**src/rtl/arb_pkg.sv**
```systemverilog
// arb_pkg: shared types and sizes for the round-robin grant arbiter
package arb_pkg;
  typedef enum logic {IDLE, GRANT} arb_state_t;
  localparam int ARB_N = 4;
  localparam int ARB_IDX_W = 2;
endpackage

```
**src/rtl/rr_pick4.sv**
```systemverilog
// rr_pick4: first asserted request at or after start, wrapping modulo 4
module rr_pick4
  import arb_pkg::*;
(
  input  logic [ARB_N-1:0]     req,
  input  logic [ARB_IDX_W-1:0] start,
  output logic [ARB_IDX_W-1:0] idx,
  output logic                 any
);
  logic [ARB_N-1:0]     rot;
  logic [ARB_IDX_W-1:0] off;
  // rotate so start sits at bit 0, then priority-encode the offset back
  always_comb begin
    rot = ARB_N'({req, req} >> start);
    off = rot[0] ? 2'd0 : rot[1] ? 2'd1 : rot[2] ? 2'd2 : 2'd3;
    idx = start + off;
    any = |req;
  end
endmodule

```
**src/rtl/rr_arb4_sel.sv**
```systemverilog
// rr_arb4_sel: four-way round-robin arbiter with hold timeout and registered grant index
module rr_arb4_sel
  import arb_pkg::*;
#(
  parameter int MAX_HOLD = 16
) (
  input  logic                 clk,
  input  logic                 rst_n,
  input  logic [ARB_N-1:0]     req,
  input  logic                 rel,
  output logic [ARB_IDX_W-1:0] sel,
  output logic                 en,
  output logic                 timeout
);
  localparam int HW = $clog2(MAX_HOLD + 1);
  localparam logic [HW-1:0] HOLD_LAST = HW'(MAX_HOLD - 1);
  arb_state_t           state;
  logic [ARB_IDX_W-1:0] ptr;
  logic [HW-1:0]        hold_cnt;
  logic [ARB_IDX_W-1:0] start;
  logic [ARB_IDX_W-1:0] win;
  logic                 any;
  logic                 end_c;
  // search starts after the owner while granting, else at the rotation pointer
  always_comb begin
    start = (state == GRANT) ? sel + 2'd1 : ptr;
    end_c = rel || !req[sel] || hold_cnt == HOLD_LAST;
  end
  rr_pick4 u_pick (.req(req), .start(start), .idx(win), .any(any));
  // grant FSM; timeout flags an end caused purely by the hold counter
  always_ff @(posedge clk or negedge rst_n) begin
    if (!rst_n) begin
      state    <= IDLE;
      ptr      <= '0;
      hold_cnt <= '0;
      sel      <= '0;
      en       <= 1'b0;
      timeout  <= 1'b0;
    end else begin
      timeout <= 1'b0;
      if (state == IDLE) begin
        en <= any;
        if (any) begin
          sel      <= win;
          hold_cnt <= '0;
          state    <= GRANT;
        end
      end else if (end_c) begin
        ptr      <= sel + 2'd1;
        timeout  <= !rel && req[sel];
        hold_cnt <= '0;
        if (any) sel <= win;
        else begin
          en    <= 1'b0;
          state <= IDLE;
        end
      end else begin
        hold_cnt <= hold_cnt + HW'(1);
      end
    end
  end
endmodule

```
**config.mk**
```make
export PLATFORM = sky130hd
export DESIGN_NAME = rr_arb4_sel
export DESIGN_NICKNAME = d
export VERILOG_FILES = /design/src/rtl/arb_pkg.sv /design/src/rtl/rr_pick4.sv /design/src/rtl/rr_arb4_sel.sv
export SDC_FILE = /design/constraint.sdc
export NUM_CORES = 1
export LEC_CHECK = 0
export BUFFER_PORTS_ARGS = -buffer_cell sky130_fd_sc_hd__buf_2
export CORE_UTILIZATION = 45
export CTS_BUF_LIST = sky130_fd_sc_hd__clkbuf_16
export DETAILED_ROUTE_END_ITERATION = 10
export GPL_ROUTABILITY_DRIVEN = 0
export GPL_TIMING_DRIVEN = 0
export PLACE_DENSITY = 0.65
export SYNTH_ARGS = -nofsm -noshare
export SYNTH_HDL_FRONTEND = slang
export SYNTH_SLANG_ARGS = --single-unit
export TNS_END_PERCENT = 100
```
**constraint.sdc**
```tcl
create_clock -name clk -period 2.4 [get_ports clk]
set_clock_uncertainty 0.05 [all_clocks]
set_input_delay 0.24 -clock clk [delete_from_list [all_inputs] [get_ports clk]]
set_output_delay 0.24 -clock clk [all_outputs]
set_load 0.01 [all_outputs]
```
==> impl_metrics.toml <==
[outcome]
outcome = "completed"

[die]
die_area_mm2 = 0.00183
core_mm2 = 0.00152
die_w_um = 42.7
num_rows = 14
die_height_um = 42.7
io_pins = 11
initial_core_util_pct = 49.0

[timing]
hold_violations = 0
worst_pin_slew_ps = 444
rsz0062_at_grt = "false"
finalCriticalPeriod_ps = 2040
slew_headroom_pct = 70.3
min_period_over_period_pct = 85.2
setup_violations = 0
drv_slew = 0
clock.fmax_mhz = 489
tns_ps = 0
layout_setup_ws_ps = 356

[clocking]
path_clk_slew_ps = 40
cts-buffers-inserted = 3
cts_root_buf = "clkbuf_16"
cts.path.max_buffers = 2
cts_tree = "yes"
insertion_delay_ps = 240
cts.sinks = 12
htree_levels = 1

[global_routing]
grt_pass1_wl_um = 2300
antenna_found_initial = 0
grt_pass1_vias = 537
globalRouteOverflowTotal = 0
grt_max_degree = 13
grt_usage_pct = 17.8

[layout]
most-common-layout-cells = "dfrtp_1 (12), buf_2 (11), nand2_1 (7)"
final_common_cell = "dfrtp_1"
layout.nets = 98
drive_gt1_share_pct = 27.6
diodes = 0
nFillCells = 136
finalNonFillerCells = 103
final_area_um2 = 902
fin_util_pct = 59.2
synthToLayoutAreaGrowth_pct = 20.8

[synthesis]
ys_seq_area_share_pct = 40.2
syn_nets = 82
yosysTopAreaCell = "dfrtp_1"
synth.distinct_cells = 37
synth_area_leaders = "dfrtp_1 (40%), nand2_1 (3.5%), ha_1 (3.4%)"
synth_area_um2 = 747
ys_warn_count = 0
ys_ff_latch = 12
avgSynthCellArea_um2 = 10.2
synthCells = 73
synth_top_area_share_pct = 40.2

[detailed_routing]
post_drt_wl_per_cell_um = 13.1
drt_iter0_drc = 6
drc = 0
ant_nets = 0
viasPerCell = 5.46
drt-pass1-iter-count = 2
dr_total_vias = 562
wl_um = 1350

[critical_path]
cpMostUsedCell = "ha_1"
r2r_start = "hold_cnt[0]$_DFFE_PN0P_"
setup.worst_path.start_class = "flip-flop"
crit_fanout = 10
cp-end-kind = "flip-flop"
timing.critical_path.from = "hold_cnt[0]$_DFFE_PN0P_"
criticalPathCategory = "flip-flop to flip-flop"
worstPathCellList = "ha_1 -> and3_1 -> ha_1 -> nor3b_1 -> nand2_4 -> a21bo_2 -> o41ai_2"
cp_slowest_cell = "dfrtp_1"
cp_data_arrival_time_ps = 2130
slowest_delay_ps = 400
required_ps = 2490

[placement]
placed_cell_area_um2 = 817
io_buffers = 10
pre_cts_ws_ps = 372
dp.cells = 99
place_hpwl_um = 983

[flow_run]
maxCapViolCount = 0

[power]
leakagePower_nw = 0.438
ir_drop_v = 0.000624
powerDensity_mw_per_mm2 = 1060

[hold_path]
hold_class = "input pin to flip-flop"
worstHoldStart = "rel"
-- flip-flops by register name (all words and copies together) (netlist names) --
signal / cells
hold_cnt: 5
ptr: 2
sel: 2
en: 1
state: 1
timeout: 1
-- worst max-delay path, delay by kind of cell (launching register included) --
kind	cells	cell delay, ps
fa+ha+maj	2	450
flops	1	400
simple gates	3	760
compound gates	2	290
-- cells by family (layout without fill, tap and decap cells) --
kind of cell               after synthesis  in the layout  synth area share, %
DFF                                     12             12                 40.2
xor gates and xnor gates                 2              2                 2.35
muxes                                    5              5                 8.71
AOI/OAI and AO/OA                       19             19                 20.1
adders and majority gates                2              2                 3.35
buffers and inverters                    9             23                 7.54
and+or+nand+nor                         24             24                 17.8
-- final timing paths --
check | slack (ps) | cells after the start | to
worst min-delay path | 240 | 3 | timeout$_DFF_PN0_
worst max-delay path | 360 | 7 | sel[0]$_DFFE_PN0P_
max in group asynchronous | 1710 | 2 | timeout$_DFF_PN0_
worst max register to register | 360 | 7 | sel[0]$_DFFE_PN0P_
min in group asynchronous | 380 | 2 | hold_cnt[4]$_DFFE_PN0P_
worst min register to register | 430 | 2 | hold_cnt[4]$_DFFE_PN0P_
-- metrics by stage --
step	hold WS, ps	power [mW]
2_1_floorplan	-106	0.582
3_3_place_gp	83.3	0.660
3_5_place_dp	85.3	0.663
4_1_cts	230	0.967
5_1_grt	266	1.02
6_report	236	0.955
-- synthesized netlist by cell type (all sizes together) --
cell type  count
o22ai          1
a21o           1
clkbuf         2
nand2b         1
and3           1
mux2i          2
o21a           1
a211o          1
buf            3
mux4           1
o211ai         1
a32o           1
mux2           2
dfrtp         12
nor2           5
xor2           2
a21bo          1
a32oi          1
a21oi          1
nand3          1
o21ai          4
nor3           2
o32ai          1
nand3b         1
nor3b          3
inv            4
a21boi         2
ha             2
or4            1
a41oi          1
nand2          9
o211a          1
o41ai          1
-- final cells by class --
class	count	area, µm²	area share [%]
Buffer	5	41.3	4.58
Clock buffer	3	75.1	8.32
Timing Repair Buffer	11	60.1	6.66
Multi-Input combinational cell	52	390	43.3
Tap cell	16	20.0	2.22
Sequential cell	12	300	33.3
Inverter	4	15.0	1.66
-- power by group --
part | total, mW | leakage, nW | internal (mW) | switching (mW)
Sequential | 0.290 | 0.150 | 0.251 | 0.0382
Combinational | 0.372 | 0.251 | 0.187 | 0.185
Clock | 0.294 | 0.0370 | 0.216 | 0.0779
-- metal layers --
layer  share of wire, %  global-route usage, %
met5                  0                      0
met4                1.3                   13.1
met2                 46                   27.9
met1                 49                   20.8
met3                3.3                   4.26
-- timing repair --
item | 4_1_cts | 5_1_grt
setup buffers | 0 | 0
resized for setup | 0 | 0
hold endpoints to repair | 12 | 0
hold buffers | 1 | 0
Note: power is estimated with default switching activity, not from simulation.
